--- src/rtl/keypad_pkg.sv ---
// Shared types and helpers for the matrix keypad scanner and its consumers.
package keypad_pkg;

  typedef enum logic [2:0] {
    ST_IDLE,
    ST_PRESS_DB,
    ST_SCAN,
    ST_PUSH,
    ST_HELD
  } state_t;

  function automatic int unsigned code_width(input int unsigned rows, input int unsigned cols);
    return (rows * cols > 1) ? $clog2(rows * cols) : 1;
  endfunction

  function automatic int unsigned cnt_width(input int unsigned max_val);
    return (max_val > 0) ? $clog2(max_val + 1) : 1;
  endfunction

  // Raw code to ASCII legend: 0-9 then A-F.
  function automatic logic [7:0] code_legend(input logic [3:0] code);
    if (code < 4'd10) return 8'h30 + {4'h0, code};
    else return 8'h41 + {4'h0, code} - 8'd10;
  endfunction

endpackage

--- src/rtl/key_fifo.sv ---
// Small synchronous FIFO with registered full/empty and a valid/ready read side.
module key_fifo #(
  parameter int unsigned WIDTH = 4,
  parameter int unsigned DEPTH = 4
) (
  input  logic             clk,
  input  logic             rst,
  input  logic             wr_en,
  input  logic [WIDTH-1:0] wr_data,
  output logic             full,
  input  logic             rd_en,
  output logic [WIDTH-1:0] rd_data,
  output logic             valid
);

  localparam int unsigned AW = $clog2(DEPTH);
  localparam logic [AW:0] DEPTH_V = (AW + 1)'(DEPTH);

  logic [WIDTH-1:0] mem [DEPTH];
  logic [AW-1:0]    wr_ptr, rd_ptr;
  logic [AW:0]      count_q, count_d;
  logic             empty_q, full_q;
  logic             do_rd, do_wr;

  // A read in the same cycle frees the slot, so a write on full still lands.
  assign do_rd = rd_en & ~empty_q;
  assign do_wr = wr_en & (~full_q | do_rd);

  always_comb begin
    count_d = count_q;
    case ({do_wr, do_rd})
      2'b10:   count_d = count_q + 1'b1;
      2'b01:   count_d = count_q - 1'b1;
      default: count_d = count_q;
    endcase
  end

  always_ff @(posedge clk or posedge rst) begin
    if (rst) begin
      for (int unsigned i = 0; i < DEPTH; i++) mem[i] <= '0;
      wr_ptr  <= '0;
      rd_ptr  <= '0;
      count_q <= '0;
      empty_q <= 1'b1;
      full_q  <= 1'b0;
    end else begin
      if (do_wr) begin
        mem[wr_ptr] <= wr_data;
        wr_ptr      <= wr_ptr + 1'b1;
      end
      if (do_rd) rd_ptr <= rd_ptr + 1'b1;
      count_q <= count_d;
      empty_q <= (count_d == '0);
      full_q  <= (count_d == DEPTH_V);
    end
  end

  assign rd_data = mem[rd_ptr];
  assign valid   = ~empty_q;
  assign full    = full_q;

endmodule

--- src/rtl/keypad_scanner.sv ---
// Matrix keypad scanner: debounced press detection, column scan, key FIFO.
// Optional auto-repeat while held is enabled by defining KEYPAD_REPEAT_EN.
module keypad_scanner
  import keypad_pkg::*;
#(
  parameter int unsigned ROWS         = 4,
  parameter int unsigned COLS         = 4,
  parameter int unsigned DEBOUNCE_CYC = 2000000,
  parameter int unsigned SETTLE_CYC   = 2,
  parameter int unsigned FIFO_DEPTH   = 4
`ifdef KEYPAD_REPEAT_EN
  ,
  parameter int unsigned REPEAT_DELAY  = 50000000,
  parameter int unsigned REPEAT_PERIOD = 10000000
`endif
) (
  input  logic                                clk,
  input  logic                                rst,
  input  logic [ROWS-1:0]                     row_data,
  output logic [COLS-1:0]                     col_data,
  output logic [code_width(ROWS, COLS)-1:0]   key_code,
  output logic                                key_valid,
  input  logic                                key_ready,
  output logic                                overflow
);

  localparam int unsigned CODE_W = code_width(ROWS, COLS);
  localparam int unsigned DB_W   = cnt_width(DEBOUNCE_CYC);
  localparam int unsigned SET_W  = cnt_width(SETTLE_CYC);
  localparam int unsigned COL_W  = $clog2(COLS);
  localparam int unsigned ROW_W  = $clog2(ROWS);

  localparam logic [DB_W-1:0]  DB_MAX   = DB_W'(DEBOUNCE_CYC);
  localparam logic [SET_W-1:0] SET_MAX  = SET_W'(SETTLE_CYC);
  localparam logic [COL_W-1:0] COL_LAST = COL_W'(COLS - 1);

  state_t            state_q, state_d;
  logic [DB_W-1:0]   db_q, db_d, db_inc;
  logic [SET_W-1:0]  set_q, set_d;
  logic [COL_W-1:0]  col_q, col_d;
  logic [CODE_W-1:0] code_q, code_d;
  logic [ROW_W-1:0]  hit_row;
  logic              hit;
  logic              wr;
  logic              full;
  logic              overflow_q;

`ifdef KEYPAD_REPEAT_EN
  localparam int unsigned RPT_MAX = (REPEAT_DELAY > REPEAT_PERIOD) ? REPEAT_DELAY : REPEAT_PERIOD;
  localparam int unsigned RPT_W   = cnt_width(RPT_MAX);
  localparam logic [RPT_W-1:0] RPT_DELAY_V  = RPT_W'(REPEAT_DELAY);
  localparam logic [RPT_W-1:0] RPT_PERIOD_V = RPT_W'(REPEAT_PERIOD);

  logic [RPT_W-1:0] rpt_q, rpt_d, rpt_inc;
  logic             armed_q, armed_d;

  assign rpt_inc = (rpt_q == '1) ? rpt_q : rpt_q + 1'b1;
`endif

  assign db_inc = (db_q == DB_MAX) ? db_q : db_q + 1'b1;

  // Lowest-index low row wins.
  always_comb begin
    hit     = 1'b0;
    hit_row = '0;
    for (int unsigned i = 0; i < ROWS; i++) begin
      if (!row_data[i] && !hit) begin
        hit     = 1'b1;
        hit_row = ROW_W'(i);
      end
    end
  end

  always_comb begin
    state_d = state_q;
    db_d    = db_q;
    set_d   = set_q;
    col_d   = col_q;
    code_d  = code_q;
    wr      = 1'b0;
`ifdef KEYPAD_REPEAT_EN
    rpt_d   = '0;
    armed_d = 1'b0;
`endif
    case (state_q)
      ST_IDLE: begin
        db_d = '0;
        if (hit) state_d = ST_PRESS_DB;
      end
      ST_PRESS_DB: begin
        if (!hit) begin
          state_d = ST_IDLE;
          db_d    = '0;
        end else if (db_inc == DB_MAX) begin
          state_d = ST_SCAN;
          db_d    = '0;
          col_d   = '0;
          set_d   = '0;
        end else begin
          db_d = db_inc;
        end
      end
      ST_SCAN: begin
        if (set_q == SET_MAX) begin
          if (hit) begin
            state_d = ST_PUSH;
            code_d  = CODE_W'(32'(hit_row) * COLS + 32'(col_q));
          end else if (col_q == COL_LAST) begin
            state_d = ST_IDLE;
          end else begin
            col_d = col_q + 1'b1;
            set_d = '0;
          end
        end else begin
          set_d = set_q + 1'b1;
        end
      end
      ST_PUSH: begin
        wr      = 1'b1;
        state_d = ST_HELD;
        db_d    = '0;
      end
      ST_HELD: begin
        if (hit) begin
          db_d = '0;
`ifdef KEYPAD_REPEAT_EN
          // First repeat waits REPEAT_DELAY, later ones REPEAT_PERIOD.
          armed_d = armed_q;
          if (rpt_inc == (armed_q ? RPT_PERIOD_V : RPT_DELAY_V)) begin
            wr      = 1'b1;
            rpt_d   = '0;
            armed_d = 1'b1;
          end else begin
            rpt_d = rpt_inc;
          end
`endif
        end else if (db_inc == DB_MAX) begin
          state_d = ST_IDLE;
          db_d    = '0;
        end else begin
          db_d = db_inc;
        end
      end
      default: state_d = ST_IDLE;
    endcase
  end

  always_ff @(posedge clk or posedge rst) begin
    if (rst) begin
      state_q    <= ST_IDLE;
      db_q       <= '0;
      set_q      <= '0;
      col_q      <= '0;
      code_q     <= '0;
      overflow_q <= 1'b0;
`ifdef KEYPAD_REPEAT_EN
      rpt_q      <= '0;
      armed_q    <= 1'b0;
`endif
    end else begin
      state_q    <= state_d;
      db_q       <= db_d;
      set_q      <= set_d;
      col_q      <= col_d;
      code_q     <= code_d;
      overflow_q <= overflow_q | (wr & full & ~(key_valid & key_ready));
`ifdef KEYPAD_REPEAT_EN
      rpt_q      <= rpt_d;
      armed_q    <= armed_d;
`endif
    end
  end

  always_comb begin
    col_data = '0;
    if (state_q == ST_SCAN) col_data = ~(COLS'(1) << col_q);
  end

  assign overflow = overflow_q;

  key_fifo #(
    .WIDTH (CODE_W),
    .DEPTH (FIFO_DEPTH)
  ) u_fifo (
    .clk     (clk),
    .rst     (rst),
    .wr_en   (wr),
    .wr_data (code_q),
    .full    (full),
    .rd_en   (key_ready),
    .rd_data (key_code),
    .valid   (key_valid)
  );

endmodule

--- config.mk ---
export PLATFORM = sky130hd
export DESIGN_NAME = keypad_scanner
export DESIGN_NICKNAME = d
export VERILOG_FILES = /design/src/rtl/keypad_pkg.sv /design/src/rtl/key_fifo.sv /design/src/rtl/keypad_scanner.sv
export SDC_FILE = /design/constraint.sdc
export NUM_CORES = 1
export LEC_CHECK = 0
export CELL_PAD_IN_SITES_DETAIL_PLACEMENT = 1
export CELL_PAD_IN_SITES_GLOBAL_PLACEMENT = 1
export CORE_ASPECT_RATIO = 1.4
export CORE_UTILIZATION = 30
export DETAILED_ROUTE_END_ITERATION = 16
export PLACE_DENSITY_LB_ADDON = 0.08
export RECOVER_POWER = 50
export SLEW_MARGIN = 30
export SYNTH_ARGS = -nofsm -noshare
export SYNTH_HDL_FRONTEND = slang
export SYNTH_SLANG_ARGS = --single-unit
--- constraint.sdc ---
create_clock -name clk -period 5.1 [get_ports clk]
set_input_delay 0.765 -clock clk [delete_from_list [all_inputs] [get_ports clk]]
set_output_delay 0.765 -clock clk [all_outputs]
set_load 0.02 [all_outputs]
== Word-level counts from Yosys, hierarchy flattened ==
Index checks and enable logic that the tools add are counted.
Widths: inputs -> output; s select.

* Add/subtract/negate cells: 8
* Multiply operators: 0
* Div/mod/pow operators: 0
* Magnitude comparators: 3
* Equality and inequality tests: 23
* Shifts and indexed selects: 1
* Muxes and demuxes: 40
* Bitwise operators: 12
* Reduce and logical (&&, ||, !) cells: 18

{| class="wikitable"
|+ Operators with widths
! cell !! count
|-
| $mux 21 || 4
|-
| $pmux 21 s3 || 1
|-
| $eq 21x21->1 const B || 2
|-
| $mux 3 || 8
|-
| $add 21x1->21 const B || 1
|-
| $mux 2 || 10
|-
| $bwmux 16 || 1
|-
| $mux 4 || 4
|-
| $ne 2x2->1 const B || 8
|-
| $pmux 3 s5 || 1
|-
| $ne 3x3->1 const B || 4
|-
| $reduce_and 6->1 || 2
|-
| $add 2x1->2 const B || 4
|-
| $bmux 4 s2 || 1
|-
| $demux 4 s2 || 1
|-
| $pmux 2 s2 || 2
|-
| $eq 2x2->1 const B || 3
|-
| $eq 3x2->1 const B || 2
|-
| $eq 3x3->1 const B || 2
|-
| $ge 3x3->1 const B || 2
|-
| $logic_not 3->1 || 2
|-
| $mux 1 || 6
|-
| $not 2->3 || 2
|-
| $pmux 3 s2 || 1
|-
| 18 further kinds || 31
|}

* Register bits: 58
* Latch bits: 0
* RAM bits: 0
* ROM bits: 0
* Bits of input ports: 7
* Output and inout port bits: 10
* Word-level logic and storage cells: 120
* Memories kept: 0

== Longest topological paths before layout ==
Gate-level depths: netlist (run 1).

* Word-level depth: 12
* Depth in mapped cells: 12
* Depth with buffers taken out: 11

== Modules after synthesis ==
A second synthesis (run 1) with hierarchy kept.

* Cell total of the unflattened synthesis: 361
* Area total of the unflattened synthesis: 3,520.9 um^2

{| class="wikitable"
|+ By module, submodules not included
! module !! times used !! cells each !! area each (um^2) !! seq. area each (um^2)
|-
| keypad_scanner || 1 || 272 || 2,254.7 || 825.8
|-
| key_fifo || 1 || 89 || 1,266.2 || 626.9
|}

== Least setup slack after synthesis (run 1) ==
OpenSTA, ideal clock, no wires.

* Kind: register to register
* From: register state_q[2]
* To: register u_fifo.full_q, in the netlist u_fifo.full
* Library setup time: 0.118 ns
* Arrival: 2.318 ns
* Data required time: 4.982 ns
* Path slack: 2.664 ns
* Cell stages (with the launch flop): 12
* Buffers on the path: 1
* Clock period less this slack: 2.436 ns
* Cell sequence: dfrtp_1 > clkbuf_1 > nor2b_1 > nand2_1 > a21oi_1 > inv_1 > ha_1 > inv_1 > fa_1 > o21ai_0 > or2_2 > nor2b_1

* Longest elaborated chain between the ends: 6
* Elaborated cells between the ends (all ways): 7
* Classes of those cells: eq/ne (4); mux (2); bitwise (1)

{| class="wikitable"
|+ Ends and longest elaborated chain
! element !! RTL line !! RTL
|-
| start, declared || keypad_scanner.sv:37 || <nowiki>state_t state_q, state_d;</nowiki>
|-
| start signal, assigned || keypad_scanner.sv:161 || <nowiki>state_q <= state_d;</nowiki>
|-
| $eq 3x2->1 * || keypad_scanner.sv:85 || <nowiki>case (state_q)</nowiki>
|-
| $mux 1 * || keypad_scanner.sv:85 ||
|-
| $and 1x1->1 * || key_fifo.sv:27 || <nowiki>assign do_wr = wr_en & (~full_q | do_rd);</nowiki>
|-
| $eq 2x1->1 or $eq 2x2->1 (tied branches) || key_fifo.sv:31 || <nowiki>case ({do_wr, do_rd})</nowiki>
|-
| $pmux 3 s2 * || key_fifo.sv:31 ||
|-
| named net u_fifo.count_d[1] || key_fifo.sv:21 || <nowiki>logic [AW:0] count_q, count_d;</nowiki>
|-
| $eq 3x3->1 * || key_fifo.sv:54 || <nowiki>full_q <= (count_d == DEPTH_V);</nowiki>
|-
| end signal, assigned || key_fifo.sv:54 ||
|-
| end, declared || key_fifo.sv:22 || <nowiki>logic empty_q, full_q;</nowiki>
|}

The timed path passes the listed nets; every way through them passes the cells marked *.
A chain may end at the register's enable or synchronous reset.

== Worst setup path after layout (run 1) ==
* From: register db_q[1]
* To: register state_q[0]

* Longest elaborated chain between the ends: 5
* Elaborated cells between the ends (all ways): 7
* Classes of those cells: add/sub (1); eq/ne (4); mux (1); reduce/logical (1)

{| class="wikitable"
|+ Ends and longest elaborated chain
! element !! RTL line !! RTL
|-
| start, declared || keypad_scanner.sv:38 || <nowiki>logic [DB_W-1:0] db_q, db_d, db_inc;</nowiki>
|-
| start signal, assigned || keypad_scanner.sv:151 || <nowiki>db_q <= '0;</nowiki>
|-
| start signal, assigned || keypad_scanner.sv:162 || <nowiki>db_q <= db_d;</nowiki>
|-
| $add 21x1->21 or $eq 21x21->1 (tied branches) || keypad_scanner.sv:60 || <nowiki>assign db_inc = (db_q == DB_MAX) ? db_q : db_q + 1'b1;</nowiki>
|-
| $mux 21 * || keypad_scanner.sv:60 ||
|-
| $eq 21x21->1 * || keypad_scanner.sv:94, keypad_scanner.sv:137 ||
|-
| $ne 3x3->1 (no line) or $ne 2x2->1 (tied branches) || - ||
|-
| $reduce_and 6->1 (no line) * || - ||
|}

Every way passes the cells marked *; elsewhere a longest branch is shown, timed or not.

==> results of run 1 <==
-- sequential cells by signal (all words and copies together), names as in the netlist, 2 cells and up --
| name | cells |
|---|---|
| u_fifo.wr_ptr | 2 |
| db_q | 21 |
| state_q | 3 |
| code_q | 4 |
| set_q | 2 |
| col_q | 2 |
| u_fifo.mem | 16 |
| u_fifo.count_q | 3 |
| u_fifo.rd_ptr | 2 |
-- metrics by stage --
step	instances	hold WS, ns	util	cell area (µm²)
6_report	553	0.497	0.358	4300
5_1_grt	553	0.528	0.358	4300
4_1_cts	553	0.504	0.358	4300
3_5_place_dp	537	0.481	0.332	3990
3_3_place_gp	537	0.480	0.332	3990
2_1_floorplan	397	0.446	-	3740
-- area by class of cell --
cell class | count | area (µm²)
well taps | 147 | 184
fillers | 1374 | 7700
flip-flops and latches | 58 | 1450
multi-input cells | 295 | 2100
inverters | 19 | 71.3
repair buffers | 18 | 175
clock inverters | 5 | 78.8
clock buffers | 11 | 233
-- worst max path at each step --
stage / cells after the start / start / to
2_1_floorplan: 11 / state_q[2]$_DFFE_PP0P_ / u_fifo.full$_DFF_PP0_
3_3_place_gp: 10 / key_ready / u_fifo.full$_DFF_PP0_
3_5_place_dp: 10 / key_ready / u_fifo.full$_DFF_PP0_
4_1_cts: 10 / state_q[2]$_DFFE_PP0P_ / u_fifo.full$_DFF_PP0_
5_1_grt: 8 / db_q[1]$_DFFE_PP0P_ / state_q[0]$_DFFE_PP0P_
6_report: 8 / db_q[1]$_DFFE_PP0P_ / state_q[0]$_DFFE_PP0P_
-- cells by family after synthesis --
group	Yosys count
mux	24
simple gates	168
compound gates	75
buf+inv	44
fa+ha+maj	12
xor+xnor	16
flops	58
-- cells in the final DEF (no fill, tap or decap), types with 8 or more instances in the layout --
cell type and n:
dfrtp_1 57, nand2_1 44, nor2_1 24, nand3_1 22
inv_1 19, mux2_2 17, o21ai_0 16, clkdlybuf4s50_1 14
a21oi_1 12, o31ai_1 12, ha_1 11, xnor2_1 10
nand4_1 9, clkbuf_16 9, or3_1 8
-- worst max-delay path, stage by stage, from the launching register on --
cell	delay (ns)
dfrtp_1	0.45
ha_1	0.37
nand4_1	0.34
nor3_1	0.47
a2111oi_0	0.20
o21a_1	0.30
nor2_1	0.23
nor2_4	0.10
a2111oi_0	0.39
-- Yosys cell counts, types with 8 or more instances --
cell type	n
o21ai_0	16
xnor2_1	10
a21oi_1	12
inv_1	19
nor2_1	24
or3_1	8
buf_2	11
nand4_1	9
dfrtp_1	57
nand3_1	22
o31ai_1	12
nand2_1	44
clkbuf_1	12
mux2_2	17
ha_1	11
-- per-layer routing --
| layer | GRT usage | up-vias | wire length (µm) |
|---|---|---|---|
| li1 | - | 1461 | - |
| met1 | 0.210 | 1507 | 4400 |
| met2 | 0.311 | 36 | 5460 |
| met3 | 0.0278 | 13 | 185 |
| met4 | 0.0662 | 0 | 206 |
| met5 | 0 | - | 0 |
-- power breakdown --
group / internal, µW / total (µW) / switching [µW]
logic: 97.9 / 233 / 135
registers: 506 / 584 / 78.2
clock network: 427 / 643 / 216
==> flow_metrics.tcl, run 1 <==
set metrics [dict create \
    rows 47 \
    gr-total-overflow 0 \
    routed_wl_mm 10.3 \
    powerDensity_nw_per_um2 340 \
    place_ws_ns 1.92 \
    synthTopCellsByArea "dfrtp_1 (38%), mux2_2 (5.1%), nand2_1 (4.4%)" \
    whs_endpoint "u_fifo.count_q[0]$_DFF_PP0_" \
    first_pass_iters 4 \
    cts.repair.resized 0 \
    yosysWarnings 0 \
    clk_path_buf_depth 2 \
    rsz0062_at_grt "false" \
    antenna_found_initial 0 \
    clockRootBuffer "clkbuf_16" \
    cts.sinks 58 \
    grt_use_total 0.176 \
    fin_crit_ns 3.00 \
    max-slew-margin-rel 0.431 \
    seq_area_frac_synth 0.388 \
    worst_slew_pin_slew_ns 0.852 \
    hpwl_mm 7.56 \
    fmax_mhz 333 \
    synth-edff-count 0 \
    synth_cells 397 \
    area_delta_synth_final_pct 14.8 \
    drt_iter0_drc 87 \
    layout-drive-gt1-share 0.131 \
    cts-hold-fix-buffers 0 \
    path_clk_slew_ns 0.05 \
    outcome "finished clean" \
    grt_max_degree 45 \
    ff2ff_setup_slack_ns 2.10 \
    gp_congestion 0.821 \
    fin_setup_tns_ns 0 \
    synthMuxAreaShare 0.0833 \
    finalSetupViolations 0 \
    slew_violations 0 \
    core_um2 12000 \
    initial_core_util 0.312 \
    ys_types 63 \
    r2r_start "db_q[1]$_DFFE_PP0P_" \
    postRouteAntennaNets 0 \
    fin_ws_ns 2.10 \
    totalPowerFinal_uw 1460 \
    synth_top_family_by_area "simple AND/OR/NAND/NOR gates" \
    dieArea_um2 12900 \
    cp_max_fo 9 \
    synth-seq-cells 58 \
    crit_path_end_kind "register" \
    dieWidth_um 96.4 \
    yosys.area_share.adder 0.0421 \
    die_y_um 134 \
    synth_top_area_frac 0.381 \
    synthFlopType "dfrtp_1" \
    reg2reg_depth 8 \
    cts_htree_levels 3 \
    syn-mean-instance-area_um2 9.42 \
    synthSimpleGateAreaFrac 0.250 \
    drcViolationCount 0 \
    period_share 0.588 \
    hold_viol 0 \
    cp.arrival_ns 3.20 \
    cts_made_buffers 9 \
    clkLatencyLatePin_ns 0.33 \
    reg2reg_to "state_q[0]$_DFFE_PP0P_" \
    cp-start-kind "register" \
    fin_nets 420 \
    synthXorXnorAreaFrac 0.0375 \
    hold_class "register to register" \
    vdd_drop_max_uv 142 \
    synthesis.area_um2 3740 \
    synth_nets 416 \
    ios 17 \
    synthArstFlopShare 1.00 \
    num_vias 3017 \
    insertedDiodeCount 0 \
    critPathRequiredTime_ns 5.30 \
    fin_skew_ns 0.00598 \
    cts_tree "yes" \
    synth_compound_area_frac 0.149 \
    path_class "register to register" \
    wl_per_cell_um 18.5 \
    postCtsSetupBuffers 0 \
    holdPathStages 1 \
    holdCritStartpoint "u_fifo.count_q[0]$_DFF_PP0_" \
    grt_pass1_wl_mm 17.1 \
    max_cap_violations 0 \
    grt_pass1_vias 3211 \
    portBuffers 16 \
    viasPerCell 5.46 \
    leakage_uw 0.00178 \
    synth_area_leader_cell "dfrtp_1" \
]
Power figures use the tool's default switching activity.
==> run 2: changes to the inputs <==
- clock period: 5.1 -> 3 ns (I/O delays scaled with it)
==> flow_metrics.tcl, run 2 (synthesis gave the netlist of run 1 again) <==
set metrics [dict create \
    postRouteAntennaNets 0 \
    grt_max_degree 37 \
    drt_iter0_drc 85 \
    wl_per_cell_um 18.8 \
    totalPowerFinal_uw 2510 \
    antenna_found_initial 0 \
    die_y_um 134 \
    fin_skew_ns 0.00670 \
    layout-drive-gt1-share 0.180 \
    cts-hold-fix-buffers 0 \
    crit_slowest_cell "dfrtp_1" \
    path_class "register to register" \
    vdd_drop_max_uv 239 \
    largest_reg_flops 21 \
    max_cap_violations 1 \
    clkLatencyLatePin_ns 0.33 \
    worst_slew_pin_slew_ns 1.47 \
    clk_path_buf_depth 2 \
    cp-start-kind "register" \
    holdWs_ns 0.474 \
    core_um2 12000 \
    clockRootBuffer "clkbuf_16" \
    fmax_mhz 358 \
    path_clk_slew_ns 0.06 \
    leakage_uw 0.00190 \
    ios 17 \
    slew_violations 0 \
    routed_wl_mm 10.9 \
    rows 47 \
    cp_num_buf_inv 0 \
    first_pass_iters 4 \
    dieArea_um2 12900 \
    hold_viol 0 \
    crit_path_end_kind "register" \
    dp.cells 564 \
    grt_use_total 0.185 \
    fin_ws_ns 0.210 \
    cts_tree "yes" \
    crit_family "simple AND/OR/NAND/NOR gates" \
    cp_cell_sequence "nand4_4 -> or3_4 -> or4_4 -> a22oi_2 -> nand4_4 -> a221oi_2 -> o31ai_1" \
    viasPerCell 5.48 \
    area_delta_synth_final_pct 20.2 \
    period_share 0.930 \
    max-slew-margin-rel 0.0204 \
    outcome "finished with violations" \
    rsz0062_at_grt "false" \
    initial_core_util 0.312 \
    fin_crit_ns 2.79 \
    drcViolationCount 0 \
    cts_made_buffers 9 \
    crit_top_cell "nand4_4" \
    hpwl_mm 8.30 \
    gr-total-overflow 0 \
    place_ws_ns 0.185 \
    fin_nets 447 \
    dieWidth_um 96.4 \
    fin_setup_tns_ns 0 \
    cts_htree_levels 3 \
    gp_congestion 0.821 \
    cp_max_fo 11 \
    finalSetupViolations 0 \
    critPathRequiredTime_ns 3.18 \
    max_stage_delay_ns 0.58 \
    grt_pass1_wl_mm 17.8 \
    top_regs "db_q x21, u_fifo.mem x16, code_q x4" \
    layout_common_cells "dfrtp_1 (56), nand2_1 (44), buf_4 (25), nor2_1 (24), nand3_1 (22)" \
    powerDensity_nw_per_um2 559 \
    insertedDiodeCount 0 \
    fin_cells 580 \
    cts.repair.resized 0 \
    regMostFlops "db_q" \
    hold_class "register to register" \
    final_common_cell "dfrtp_1" \
    grt_pass1_vias 3453 \
    cts.sinks 58 \
    cp.arrival_ns 2.97 \
    portBuffers 16 \
    violations "max-capacitance violations" \
    postCtsSetupBuffers 0 \
    num_vias 3179 \
]
run 2: per-stage QoR:
stage / utilization / cell area, µm²
floorplan: - / 3740
global placement: 0.349 / 4190
detailed placement: 0.349 / 4190
CTS: 0.376 / 4510
global route: 0.375 / 4500
finish: 0.375 / 4500
run 2: final cells by class:
cell class,count,area [µm²]
clock buffers,11,243
clock inverters,5,77.6
fillers,1382,7500
inverters,19,71.3
multi-input cells,295,2100
flip-flops and latches,58,1450
well taps,147,184
repair buffers,45,363
run 2: metal layers:
| metal | global-route usage | up-vias | wire, µm |
|---|---|---|---|
| met3 | 0.0306 | 29 | 219 |
| met5 | 0 | - | 0 |
| met4 | 0.0980 | 0 | 530 |
| met1 | 0.199 | 1601 | 4440 |
| li1 | - | 1496 | - |
| met2 | 0.336 | 53 | 5720 |
run 2: final timing paths:
check | from | endpoint | slack, ns | cells past startpoint
worst max-delay path | db_q[6]$_DFFE_PP0P_ | db_q[10]$_DFFE_PP0P_ | 0.21 | 7
worst min-delay path | u_fifo.count_q[2]$_DFF_PP0_ | u_fifo.count_q[2]$_DFF_PP0_ | 0.47 | 1
worst max register to register | db_q[6]$_DFFE_PP0P_ | db_q[10]$_DFFE_PP0P_ | 0.21 | 7
worst min register to register | u_fifo.count_q[2]$_DFF_PP0_ | u_fifo.count_q[2]$_DFF_PP0_ | 0.47 | 1
max in group asynchronous | rst | code_q[3]$_DFFE_PP0P_ | 0.68 | 3
min in group asynchronous | rst | db_q[2]$_DFFE_PP0P_ | 1.00 | 2
run 2: worst reg2reg max path: stages (launching register included):
cell and delay [ns]:
dfrtp_1 0.58, nand4_4 0.20, or3_4 0.46, or4_4 0.49, a22oi_2 0.21, nand4_4 0.26
a221oi_2 0.34, o31ai_1 0.11
run 2: where the power goes:
part	switching (µW)	leakage [µW]	internal, µW
combinational	241	0.000977	181
sequential	126	0.000772	861
clock	358	0.000156	746
total	725	0.00190	1790
